<file path="config.mk">
export PLATFORM = sky130hd
export DESIGN_NAME = uart_rx_ctrl_flat
export DESIGN_NICKNAME = d
export VERILOG_FILES = /design/src/rtl/uart_rx_ctrl_if.sv /design/src/rtl/uart_rx_ctrl.sv /design/src/flat_wrapper.sv
export SDC_FILE = /design/constraint.sdc
export NUM_CORES = 1
export LEC_CHECK = 0
export CORE_MARGIN = 3
export CORE_UTILIZATION = 55
export DETAILED_ROUTE_END_ITERATION = 10
export MAX_ROUTING_LAYER = met4
export PLACE_DENSITY = 0.72
export SLEW_MARGIN = 25
export SYNTH_ARGS = -nofsm -noshare
export SYNTH_HDL_FRONTEND = slang
export SYNTH_SLANG_ARGS = --single-unit
</file>
<file path="constraint.sdc">
create_clock -name clk -period 4.85 [get_ports clk]
set_input_delay 0.97 -clock clk [delete_from_list [all_inputs] [get_ports clk]]
set_output_delay 0.97 -clock clk [all_outputs]
set_load 0.01 [all_outputs]
</file>
<file path="src/rtl/uart_rx_ctrl_if.sv">
// ----------------------------------------------------------------------------
// uart_rx_ctrl_if
// Groups the byte path between the UART receive datapath, the receive
// buffer controller and the CPU-side consumer.
//
//   rx_done   datapath -> ctrl   one-cycle pulse, byte complete
//   rx_data   datapath -> ctrl   received byte, valid with rx_done
//   rd_valid  ctrl -> consumer   head byte available
//   rd_ready  consumer -> ctrl   consumer accepts head byte
//   rd_data   ctrl -> consumer   head byte (show-ahead)
//   count     ctrl -> consumer   number of stored bytes
//   full      ctrl -> consumer   count == DEPTH
//   overflow  ctrl -> consumer   sticky, a byte was dropped
//   ovf_clr   consumer -> ctrl   one-cycle pulse clearing overflow
//
// Modports: master = the buffer controller, slave = its environment.
// ----------------------------------------------------------------------------
interface uart_rx_ctrl_if #(
    parameter int DEPTH = 32
);
    logic                       rx_done;
    logic [7:0]                 rx_data;
    logic                       rd_valid;
    logic                       rd_ready;
    logic [7:0]                 rd_data;
    logic [$clog2(DEPTH):0]     count;
    logic                       full;
    logic                       overflow;
    logic                       ovf_clr;

    modport master (
        input  rx_done, rx_data, rd_ready, ovf_clr,
        output rd_valid, rd_data, count, full, overflow
    );

    modport slave (
        output rx_done, rx_data, rd_ready, ovf_clr,
        input  rd_valid, rd_data, count, full, overflow
    );
endinterface

</file>
<file path="src/rtl/uart_rx_ctrl.sv">
// ----------------------------------------------------------------------------
// uart_rx_ctrl
// Receive-side controller for the keyboard/serial input path.
//  - Generates a 16x-baud sample tick for the receive datapath.
//  - Captures completed bytes into a DEPTH-entry circular buffer.
//  - Presents the head byte to the consumer over valid/ready (show-ahead).
//  - Tracks occupancy and a sticky overflow flag.
//
// Ports:
//   clk          system clock, rising edge
//   rst          asynchronous active-high reset
//   sample_tick  one-cycle pulse at 16x BAUD_RATE
//   bus          uart_rx_ctrl_if.master (rx_done/rx_data in, rd_* handshake,
//                count/full/overflow status, ovf_clr)
//
// Optional feature: define UART_RX_CTRL_LINE_MODE_EN to deliver only whole
// lines (terminated by 0x0D) and to apply 0x08 as an in-buffer backspace.
// Without it every byte is stored and rd_valid = !empty.
// ----------------------------------------------------------------------------
module uart_rx_ctrl #(
    parameter int CLK_FREQ  = 100_000_000,
    parameter int BAUD_RATE = 115200,
    parameter int DEPTH     = 32
) (
    input  logic            clk,
    input  logic            rst,
    output logic            sample_tick,
    uart_rx_ctrl_if.master  bus
);
    localparam int AW      = $clog2(DEPTH);
    localparam int CNTW    = AW + 1;
    localparam int DIV_RAW = CLK_FREQ / (BAUD_RATE * 16);
    localparam int DIV     = (DIV_RAW < 1) ? 1 : DIV_RAW;
    localparam int DW      = (DIV > 1) ? $clog2(DIV) : 1;

    localparam logic [7:0] CHAR_CR = 8'h0D;
    localparam logic [7:0] CHAR_BS = 8'h08;

    // ------------------------------------------------------------------
    // 16x oversample tick divider
    // ------------------------------------------------------------------
    logic [DW-1:0] div_cnt_reg, div_cnt_next;

    always_comb begin
        div_cnt_next = div_cnt_reg + DW'(1);
        if (div_cnt_reg == DW'(DIV - 1)) begin
            div_cnt_next = '0;
        end
    end

    always_ff @(posedge clk or posedge rst) begin
        if (rst) begin
            div_cnt_reg <= '0;
        end else begin
            div_cnt_reg <= div_cnt_next;
        end
    end

    assign sample_tick = (div_cnt_reg == DW'(DIV - 1));

    // ------------------------------------------------------------------
    // Circular buffer state
    // ------------------------------------------------------------------
    logic [7:0]      mem [DEPTH];
    logic [AW-1:0]   wr_ptr_reg, wr_ptr_next;
    logic [AW-1:0]   rd_ptr_reg, rd_ptr_next;
    logic [CNTW-1:0] count_reg, count_next;
    logic            overflow_reg, overflow_next;

    logic            empty;
    logic            full;
    logic            rd_valid;
    logic [7:0]      head_data;
    logic            pop;
    logic            store_req;
    logic            wr_en;
    logic            ovf_set;
    logic            bs_remove;

    assign empty     = (count_reg == '0);
    assign full      = (count_reg == CNTW'(DEPTH));
    assign head_data = mem[rd_ptr_reg];
    assign pop       = rd_valid && bus.rd_ready;

`ifdef UART_RX_CTRL_LINE_MODE_EN
    logic [CNTW-1:0] line_cnt_reg, line_cnt_next;
    logic [7:0]      tail_data;
    logic            rx_is_bs;

    assign tail_data = mem[wr_ptr_reg - AW'(1)];
    assign rx_is_bs  = (bus.rx_data == CHAR_BS);

    // The full term lets an overlong line drain instead of deadlocking.
    assign rd_valid  = !empty && ((line_cnt_reg != '0) || full);

    always_comb begin
        store_req = bus.rx_done && !rx_is_bs;
        // Backspace never crosses a line terminator already stored.
        bs_remove = bus.rx_done && rx_is_bs && !empty && (tail_data != CHAR_CR);
    end

    always_comb begin
        line_cnt_next = line_cnt_reg;
        if (wr_en && (bus.rx_data == CHAR_CR)) begin
            line_cnt_next = line_cnt_next + CNTW'(1);
        end
        if (pop && (head_data == CHAR_CR)) begin
            line_cnt_next = line_cnt_next - CNTW'(1);
        end
    end

    always_ff @(posedge clk or posedge rst) begin
        if (rst) begin
            line_cnt_reg <= '0;
        end else begin
            line_cnt_reg <= line_cnt_next;
        end
    end
`else
    assign rd_valid = !empty;

    always_comb begin
        store_req = bus.rx_done;
        bs_remove = 1'b0;
    end
`endif

    // ------------------------------------------------------------------
    // Next-state for pointers, occupancy and overflow
    // ------------------------------------------------------------------
    always_comb begin
        // A same-cycle pop frees the slot the write needs when full.
        wr_en   = store_req && (!full || pop);
        ovf_set = store_req && full && !pop;

        // wr_en and bs_remove are mutually exclusive (0x08 is never stored).
        wr_ptr_next = wr_ptr_reg + AW'(wr_en) - AW'(bs_remove);
        rd_ptr_next = rd_ptr_reg + AW'(pop);
        count_next  = count_reg + CNTW'(wr_en) - CNTW'(pop) - CNTW'(bs_remove);

        overflow_next = overflow_reg;
        if (ovf_set) begin
            overflow_next = 1'b1;
        end else if (bus.ovf_clr) begin
            overflow_next = 1'b0;
        end
    end

    always_ff @(posedge clk or posedge rst) begin
        if (rst) begin
            wr_ptr_reg   <= '0;
            rd_ptr_reg   <= '0;
            count_reg    <= '0;
            overflow_reg <= 1'b0;
        end else begin
            wr_ptr_reg   <= wr_ptr_next;
            rd_ptr_reg   <= rd_ptr_next;
            count_reg    <= count_next;
            overflow_reg <= overflow_next;
        end
    end

    // Storage carries no reset; stale contents are unreachable once the
    // pointers and count are cleared. Writes are blocked while in reset.
    always_ff @(posedge clk) begin
        if (wr_en && !rst) begin
            mem[wr_ptr_reg] <= bus.rx_data;
        end
    end

    // ------------------------------------------------------------------
    // Outputs
    // ------------------------------------------------------------------
    assign bus.rd_valid = rd_valid;
    assign bus.rd_data  = head_data;
    assign bus.count    = count_reg;
    assign bus.full     = full;
    assign bus.overflow = overflow_reg;

endmodule

</file>
<file path="src/flat_wrapper.sv">
// flat-port wrapper written by rule: the top's interface ports become plain ports
module uart_rx_ctrl_flat 
#(
    parameter int CLK_FREQ  = 100_000_000,
    parameter int BAUD_RATE = 115200,
    parameter int DEPTH     = 32
)
  (clk, rst, sample_tick, bus_rx_done, bus_rx_data, bus_rd_ready, bus_ovf_clr, bus_rd_valid, bus_rd_data, bus_count, bus_full, bus_overflow);
  uart_rx_ctrl_if #(.DEPTH(DEPTH)) bus_i ();
  input  logic clk;
  input  logic rst;
  output logic sample_tick;
  input wire logic [$bits(bus_i.rx_done)-1:0] bus_rx_done;
  input wire logic [$bits(bus_i.rx_data)-1:0] bus_rx_data;
  input wire logic [$bits(bus_i.rd_ready)-1:0] bus_rd_ready;
  input wire logic [$bits(bus_i.ovf_clr)-1:0] bus_ovf_clr;
  output wire logic [$bits(bus_i.rd_valid)-1:0] bus_rd_valid;
  output wire logic [$bits(bus_i.rd_data)-1:0] bus_rd_data;
  output wire logic [$bits(bus_i.count)-1:0] bus_count;
  output wire logic [$bits(bus_i.full)-1:0] bus_full;
  output wire logic [$bits(bus_i.overflow)-1:0] bus_overflow;
  assign bus_i.rx_done = bus_rx_done;
  assign bus_i.rx_data = bus_rx_data;
  assign bus_i.rd_ready = bus_rd_ready;
  assign bus_i.ovf_clr = bus_ovf_clr;
  assign bus_rd_valid = bus_i.rd_valid;
  assign bus_rd_data = bus_i.rd_data;
  assign bus_count = bus_i.count;
  assign bus_full = bus_i.full;
  assign bus_overflow = bus_i.overflow;
  uart_rx_ctrl #(.CLK_FREQ(CLK_FREQ), .BAUD_RATE(BAUD_RATE), .DEPTH(DEPTH)) u_core (.clk(clk), .rst(rst), .sample_tick(sample_tick), .bus(bus_i));
endmodule
</file>
==> impl_metrics.py, run 1 <==
metrics = {
    "status": {
        "status": "finished, final reports clean",
    },
    "clocking": {
        "clockBufferDepth": 3,
        "numCtsBuffers": 27,
        "ctsHtreeMaxLevel": 1,
        "postCtsResizedCells": 0,
        "clk_latency_ns": 0.52,
        "cts_root_buf": "clkbuf_16",
        "clk_pin_slew_ns": 0.06,
        "cts_tree": "yes",
        "cts_setup_buffers": 0,
        "cts_hold_buffers": 0,
        "cts_sinks": 279,
    },
    "global_route": {
        "track_usage": 0.2162,
        "grt_pass1_wl_um": 34090,
        "gr-total-overflow": 0,
        "grtUsageMet3": 0.04601,
        "antenna_found_initial": 0,
        "first_global_vias": 5552,
        "grtUsageMet1": 0.2993,
        "grt_max_degree": 35,
        "busiest_layer": "met2",
        "grtUsageMet2": 0.3330,
    },
    "setup_path": {
        "startpoint_type": "register",
        "reg2regPathDepth": 6,
        "critical_path_buf_inv_count": 2,
        "critPathKind": "register to output pin",
        "end_kind": "output pin",
        "crit_family": "buffers and inverters",
        "cp.arrival_ns": 3.45,
        "rr_endpoint": "u_core.mem[17][4]",
        "crit_path_top_delay_cell": "dfrtp_4",
        "cpPeakStageDelay_ns": 0.82,
        "r2r-start": "u_core.bus.count[2]",
        "worstPathRequired_ns": 3.88,
        "worst-path-stages": 5,
        "path_max_fanout": 34,
        "crit_chain": "buf_12 > mux4_1 > o22ai_1 > nor4_1 > clkdlybuf4s50_1",
        "reg2reg_slack_ns": 2.08,
    },
    "placed_design": {
        "numPortBuffers": 30,
        "routabilityCongestion": 0.8189,
        "hpwl_um": 14110,
        "dp_slack_ns": 0.9668,
        "dpl-instance-area_mm2": 0.01163,
    },
    "detailed_routing": {
        "firstDrtPassIters": 5,
        "drc": 0,
        "postRouteAntennaNets": 0,
        "vias": 5393,
        "drt_iter0_drc": 459,
        "vias_per_cell": 6.199,
        "finalWirelength_um": 22580,
        "wl_per_cell_um": 25.96,
    },
    "yosys": {
        "ys_top_cells_by_area": "edfxtp_1 69%, mux4_1 9.2%, dfrtp_1 5.2%",
        "synth_flop_cell": "edfxtp_1",
        "synth_edf_count": 256,
        "ys_ff_latch": 279,
        "async_flop_share": 0.08244,
        "synth.avg_cell_area_um2": 20.41,
        "synth_top_area_frac": 0.6898,
        "netlist_area_mm2": 0.01114,
        "synthCells": 546,
        "synth.distinct_cells": 43,
        "yosysTopAreaCell": "edfxtp_1",
        "syn_nets": 575,
        "yosys_warnings": 0,
        "synth_common_cells": "256 x edfxtp_1, 44 x nor2_1, 39 x mux4_1",
        "ys_seq_area_frac": 0.7414,
        "yosys.cell_count.top_type": "edfxtp_1",
    },
    "sta": {
        "finalMaxSlewViolations": 0,
        "finalSetupTns_ns": 0,
        "worstMarginPinSlew_ns": 1.080,
        "finalWorstSetupSlack_ns": 0.4337,
        "grt_setup_unrepaired": "no",
        "hold_slack_ns": 0.5309,
        "fin_crit_ns": 4.416,
        "timing.fmax_mhz": 226.4,
        "hold_viol": 0,
        "slew_headroom": 0.2770,
        "finalClockSkew_ns": 0.009704,
        "setup_viol": 0,
        "finalCritPeriodShare": 0.9106,
    },
    "finish": {
        "largest_reg_flops": 256,
        "nFillCells": 1374,
        "fin_nets": 615,
        "final_area_mm2": 0.01251,
        "diodes": 0,
        "area_delta_synth_final_pct": 12.24,
        "final_layout_size_suffix_gt1_frac": 0.1372,
    },
    "min_path": {
        "hold_path.startpoint": "u_core.div_cnt_reg[0]",
        "worstHoldEndpoint": "u_core.div_cnt_reg[0]",
        "whs_path_depth": 1,
        "hold_path_class": "register to register",
    },
    "floorplan": {
        "fp.dieArea_mm2": 0.02201,
        "ioPinCount": 31,
        "core_mm2": 0.01965,
        "rows": 51,
        "die_h_um": 148.3,
        "die_w_um": 148.3,
        "start_util": 0.5670,
    },
    "power_and_ir_drop": {
        "ir_worst_vdd_v": 0.0002905,
        "p_leak_nw": 4.174,
        "power.density_mw_per_mm2": 560.4,
    },
    "run": {
        "cap_violations": 0,
    },
}
final cells by class:
type / instances / area, um2 / share of cell area
flip-flops and latches: 279 / 8268 / 0.6610
multi-input cells: 229 / 2643 / 0.2113
clock buffers: 32 / 694.4 / 0.05552
well taps: 265 / 331.6 / 0.02651
repair buffers: 35 / 315.3 / 0.02521
clock inverters: 16 / 203.9 / 0.01630
inverters: 14 / 52.55 / 0.004201
per-stage QoR:
step | util | std cells | power (W)
global route | 0.6364 | 870 | 0.007293
floorplan | - | 546 | 0.004307
CTS | 0.6377 | 870 | 0.007054
global placement | 0.5925 | 822 | 0.004901
finish | 0.6364 | 870 | 0.007010
detailed placement | 0.5920 | 822 | 0.004953
cell usage in the layout (no fill, tap or decap), drive strengths merged, types with 5 or more instances in the layout:
cell             n
nand3           12
buf             12
nor2            44
dfrtp           23
edfxtp         256
clkbuf          32
o22ai           32
clkinv          10
nor4             8
bufinv           5
ha              15
mux4            64
xnor2            6
clkdlybuf4s50   23
nand2            8
inv             14
xor2             6
worst max path at each step:
stage	from	to	slack, ns
final	u_core.rd_ptr_reg[0]	bus_rd_data[2]	0.43
after global routing	u_core.rd_ptr_reg[0]	bus_rd_data[4]	0.17
after CTS	u_core.rd_ptr_reg[0]	bus_rd_data[4]	0.41
after detailed placement	u_core.rd_ptr_reg[0]	bus_rd_data[4]	0.97
after global placement	u_core.rd_ptr_reg[0]	bus_rd_data[2]	0.98
after floorplan	rst	u_core.mem[25][0]	2.25
cell families (layout without fill, tap and decap cells):
logic type	after synthesis	after routing	share of synthesized area
xor gates and xnor gates	12	12	0.009431
AOI/OAI and AO/OA	45	45	0.02560
buffers and inverters	38	97	0.02144
DFF	279	279	0.7414
and+or+nand+nor	92	92	0.04098
muxes	64	64	0.1425
adders and majority gates	16	16	0.01864
where the power goes:
part	total (W)	switching [W]	internal, W	leakage (nW)
combinational	0.00193	0.00101	0.000927	1.16
sequential	0.00296	0.000184	0.00278	2.57
clock	0.00211	0.000828	0.00128	0.442
total	0.00701	0.00202	0.00499	4.17
per-layer routing:
| layer | wire length (um) | up-vias |
|---|---|---|
| li1 | - | 2339 |
| met1 | 9258 | 2801 |
| met4 | 579 | 0 |
| met2 | 11000 | 217 |
| met3 | 1743 | 36 |
| met5 | 0 | - |
Power figures use the tool's default switching activity.
==> run 2: changes to the inputs <==
Settings changed: CORE_UTILIZATION 55 to 35, PLACE_DENSITY 0.72 to default.
==> run 2 against run 1 <==
Worst hold slack lost 0.0034 ns. Sequential cell count is the same. Clock-buffer cell count grew 9. Total power grew 0.58%. Via count shrank 1.1%. Clock skew is essentially flat. Fmax grew 3.3%. Die area grew 55%. Register-to-register slack gained 0.09 ns. Critical path type unchanged.
==> impl_metrics.py, run 2 (same netlist as run 1, synthesis figures left out) <==
metrics = {
    "finish": {
        "area_delta_synth_final_pct": 14.06,
        "fin_nets": 619,
        "final_common_cell": "edfxtp_1",
        "diodes": 0,
        "largest_reg_flops": 256,
        "final_layout_size_suffix_gt1_frac": 0.1426,
        "layout_common_cells": "256 x edfxtp_1, 44 x nor2_1, 39 x mux4_1",
    },
    "floorplan": {
        "rows": 64,
        "ioPinCount": 31,
        "die_w_um": 184.4,
        "die_h_um": 184.4,
        "core_mm2": 0.03099,
        "start_util": 0.3596,
        "fp.dieArea_mm2": 0.03402,
    },
    "global_route": {
        "track_usage": 0.1403,
        "gr-total-overflow": 0,
        "antenna_found_initial": 0,
        "grt_pass1_wl_um": 35050,
        "first_global_vias": 5745,
        "grt_max_degree": 37,
    },
    "detailed_routing": {
        "vias_per_cell": 5.301,
        "firstDrtPassIters": 5,
        "drt_iter0_drc": 489,
        "drc": 0,
        "wl_per_cell_um": 22.53,
        "postRouteAntennaNets": 0,
        "finalWirelength_um": 22660,
        "vias": 5333,
    },
    "clocking": {
        "ctsHtreeMaxLevel": 1,
        "numCtsBuffers": 29,
        "clk_latency_ns": 0.54,
        "cts_setup_buffers": 0,
        "cts_tree": "yes",
        "clk_pin_slew_ns": 0.06,
        "cts_root_buf": "clkbuf_16",
        "postCtsResizedCells": 0,
        "clockBufferDepth": 3,
        "cts_sinks": 279,
        "cts_hold_buffers": 0,
    },
    "setup_path": {
        "startpoint_type": "register",
        "end_kind": "output pin",
        "reg2reg_slack_ns": 2.17,
        "cp.arrival_ns": 3.31,
        "path_max_fanout": 36,
        "critPathKind": "register to output pin",
        "worstPathRequired_ns": 3.88,
    },
    "sta": {
        "fin_crit_ns": 4.277,
        "worstMarginPinSlew_ns": 0.9265,
        "finalSetupTns_ns": 0,
        "grt_setup_unrepaired": "no",
        "slew_headroom": 0.3801,
        "setup_viol": 0,
        "hold_viol": 0,
        "finalClockSkew_ns": 0.009894,
        "finalMaxSlewViolations": 0,
        "timing.fmax_mhz": 233.8,
        "finalCritPeriodShare": 0.8818,
        "hold_slack_ns": 0.5274,
    },
    "placed_design": {
        "routabilityCongestion": 0.7753,
        "numPortBuffers": 30,
        "hpwl_um": 14780,
    },
    "power_and_ir_drop": {
        "power.density_mw_per_mm2": 554.6,
        "p_leak_nw": 4.195,
        "ir_worst_vdd_v": 0.0002850,
    },
    "status": {
        "status": "finished, final reports clean",
    },
    "min_path": {
        "hold_path_class": "register to register",
    },
    "run": {
        "cap_violations": 0,
    },
}
-- run 2: cell type report --
type	instances	area (um2)
Clock buffer	41	810.8
Fill cell	2657	18280
Multi-Input combinational cell	229	2643
Clock inverter	10	128.9
Tap cell	396	495.5
Timing Repair Buffer	37	312.8
Inverter	14	52.55
Sequential cell	279	8268
-- run 2: where the power goes --
part	internal (W)	switching [W]	leakage (nW)	total [W]
combinational	0.000929	0.000954	1.17	0.00188
clock	0.00131	0.000843	0.458	0.00216
sequential	0.00278	0.000229	2.57	0.00301
total	0.00502	0.00203	4.20	0.00705
-- run 2: path summary, 6_finish.rpt --
kind	from	endpoint	cells after the start
min in group asynchronous	rst	u_core.rd_ptr_reg[3]	3
setup reg to reg	u_core.bus.count[2]	u_core.mem[19][7]	6
hold reg to reg	u_core.div_cnt_reg[0]	u_core.div_cnt_reg[0]	1
max in group asynchronous	rst	u_core.rd_ptr_reg[0]	3
hold / removal	u_core.div_cnt_reg[0]	u_core.div_cnt_reg[0]	1
setup / recovery	u_core.rd_ptr_reg[0]	bus_rd_data[3]	5
-- run 2: per-layer routing --
metal	vias up	wire length, um	track usage
li1	2351	-	-
met1	2794	9642	0.1847
met2	151	11330	0.2278
met3	37	1204	0.02408
met4	0	488	0.03750
met5	-	0	-
-- run 2: stage by stage --
step / area (um2) / util / worst slack, ns / total power [W] / std cells
3_5_place_dp: 11780 / 0.3800 / 1.122 / 0.004968 / 955
5_1_grt: 12710 / 0.4102 / 0.3752 / 0.007378 / 1006
2_1_floorplan: 11140 / - / 2.251 / 0.004307 / 546
4_1_cts: 12720 / 0.4103 / 0.5450 / 0.007129 / 1006
3_3_place_gp: 11810 / 0.3811 / 1.138 / 0.004916 / 955
6_report: 12710 / 0.4102 / 0.5735 / 0.007050 / 1006
-- run 2: critical path: stages (launching register included) --
cell and delay (ns):
dfrtp_4 0.83, buf_4 0.35, mux4_1 0.25, o22ai_1 0.09
nor4_1 0.55, clkdlybuf4s50_1 0.65
==> run 3: changes to the inputs <==
Clock period 4.85 ns to 3.6 ns, I/O delays scaled along.
==> run 3 against run 2 <==
Cell count increased by 3.6%. Critical endpoint is now bus_rd_data[6]. Combinational power increased by 49%. Sequential share of layout area decreased by 2.2 points. Sequential power increased by 31%. Highest routed layer unchanged. Core utilization increased by 1.4 points. Worst hold slack got worse by 0.0087 ns. Largest power group unchanged.
==> impl_metrics.py, run 3 (same netlist as run 1, synthesis figures left out) <==
metrics = {
    "finish": {
        "final_layout_size_suffix_gt1_frac": 0.1935,
        "layout_common_cells": "256 x edfxtp_1, 44 x nor2_1, 39 x mux4_1",
        "final_common_cell": "edfxtp_1",
        "fin_nets": 653,
        "area_delta_synth_final_pct": 18.00,
        "largest_reg_flops": 256,
        "nFillCells": 2618,
        "diodes": 0,
    },
    "sta": {
        "slew_headroom": 0.4628,
        "finalClockSkew_ns": 0.009353,
        "grt_setup_unrepaired": "no",
        "setup_viol": 0,
        "finalCritPeriodShare": 0.9737,
        "hold_viol": 0,
        "finalWorstSetupSlack_ns": 0.09463,
        "finalMaxSlewViolations": 0,
        "finalSetupTns_ns": 0,
        "worstMarginPinSlew_ns": 0.8028,
        "timing.fmax_mhz": 285.3,
        "fin_crit_ns": 3.505,
    },
    "clocking": {
        "clk_pin_slew_ns": 0.06,
        "cts_setup_buffers": 0,
        "numCtsBuffers": 29,
        "clockBufferDepth": 3,
        "cts_tree": "yes",
        "clk_latency_ns": 0.54,
        "cts_root_buf": "clkbuf_16",
        "ctsHtreeMaxLevel": 1,
        "cts_sinks": 279,
        "cts_hold_buffers": 0,
    },
    "floorplan": {
        "ioPinCount": 31,
        "rows": 64,
        "core_mm2": 0.03099,
        "start_util": 0.3596,
        "fp.dieArea_mm2": 0.03402,
        "die_w_um": 184.4,
        "die_h_um": 184.4,
    },
    "setup_path": {
        "startpoint_type": "register",
        "worst-path-stages": 5,
        "critPathKind": "register to output pin",
        "crit_chain": "buf_12 > mux4_1 > o22ai_1 > nor4_1 > clkdlybuf4s50_1",
        "crit_family": "buffers and inverters",
        "crit_path_top_delay_cell": "mux4_1",
        "critical_path_buf_inv_count": 2,
        "path_max_fanout": 26,
        "end_kind": "output pin",
        "cp.arrival_ns": 2.79,
        "cpPeakStageDelay_ns": 0.57,
        "worstPathRequired_ns": 2.88,
        "reg2regPathDepth": 12,
    },
    "global_route": {
        "grtUsageMet1": 0.1855,
        "grtUsageMet3": 0.02664,
        "gr-total-overflow": 0,
        "antenna_found_initial": 0,
        "grt_max_degree": 67,
        "first_global_vias": 5715,
        "grt_pass1_wl_um": 34780,
        "grtUsageMet2": 0.2242,
        "busiest_layer": "met2",
        "track_usage": 0.1403,
    },
    "min_path": {
        "hold_path_class": "register to register",
        "whs_path_depth": 1,
    },
    "power_and_ir_drop": {
        "p_sw_frac": 0.2879,
        "p_int_w": 0.006948,
        "power.density_mw_per_mm2": 742.0,
        "p_switching_w": 0.002809,
        "combPwrFrac": 0.287,
        "ir_worst_vdd_v": 0.0004059,
        "p_seq_frac": 0.403,
        "p_clk_frac": 0.310,
        "p_leak_nw": 4.431,
    },
    "detailed_routing": {
        "firstDrtPassIters": 4,
        "postRouteAntennaNets": 0,
        "vias_per_cell": 5.172,
        "vias": 5389,
        "finalWirelength_um": 22770,
        "wl_per_cell_um": 21.85,
        "drc": 0,
        "drt_iter0_drc": 508,
    },
    "run": {
        "cap_violations": 0,
    },
    "placed_design": {
        "routabilityCongestion": 0.8040,
        "dp_slack_ns": 0.4702,
        "numPortBuffers": 30,
        "hpwl_um": 14330,
    },
    "status": {
        "status": "finished, final reports clean",
    },
}
[run 3: changes by cell type in the layout (fill, tap and decap cells not counted), sizes merged]
cell | previous run | this run
buf | 15 | 41
clkbuf | 41 | 34
clkdlybuf4s50 | 22 | 29
clkinv | 5 | 11
bufinv | 3 | 5
clkinvlp | 1 | 2
dlymetal6s2s | 0 | 1
[run 3: final cells by class]
type	count	area [um2]	share of cell area
repair buffers	71	660.6	0.05024
well taps	396	495.5	0.03768
clock inverters	19	236.5	0.01798
clock buffers	34	744.5	0.05661
inverters	14	52.55	0.003996
multi-input cells	229	2691	0.2047
flip-flops and latches	279	8269	0.6288
[run 3: worst paths after layout]
| path | slack [ns] | to | startpoint |
|---|---|---|---|
| max in group asynchronous | 2.68 | u_core.rd_ptr_reg[0] | rst |
| max reg2reg | 1.12 | u_core.bus.count[4] | u_core.bus.count[4] |
| min | 0.52 | u_core.div_cnt_reg[0] | u_core.div_cnt_reg[0] |
| min reg2reg | 0.52 | u_core.div_cnt_reg[0] | u_core.div_cnt_reg[0] |
| max | 0.09 | bus_rd_data[6] | u_core.rd_ptr_reg[0] |
| min in group asynchronous | 0.65 | u_core.wr_ptr_reg[4] | rst |
[run 3: power by group through the flow]
stage               logic (W)  clock network (W)  registers [W]
finish                0.00280            0.00303        0.00393
global route          0.00301            0.00324        0.00396
CTS                   0.00282            0.00309        0.00393
detailed placement    0.00279                  0        0.00400
global placement      0.00274                  0        0.00398
floorplan             0.00190                  0        0.00390
[run 3: routing by layer]
layer | routed length, um | part of all wire
met5 | 0 | 0
met4 | 606 | 0.027
met3 | 1175 | 0.052
met2 | 11160 | 0.49
met1 | 9822 | 0.43
[run 3: timing repair]
action,CTS,global route
gates resized for setup,3,7
pin swaps,0,1
hold endpoints to repair,0,0
setup endpoints to repair,3,5
[run 3: metrics by stage]
| stage | hold WS, ns | cell area, um2 | instances | utilization | total power, W |
|---|---|---|---|---|---|
| final | 0.5187 | 13150 | 1042 | 0.4243 | 0.009758 |
| after floorplan | 0.4744 | 11140 | 546 | - | 0.005802 |
| after CTS | 0.5158 | 13120 | 1042 | 0.4232 | 0.009841 |
| after detailed placement | 0.5071 | 12120 | 989 | 0.3910 | 0.006790 |
| after global routing | 0.5509 | 13150 | 1042 | 0.4243 | 0.01021 |
| after global placement | 0.4856 | 12120 | 989 | 0.3910 | 0.006723 |
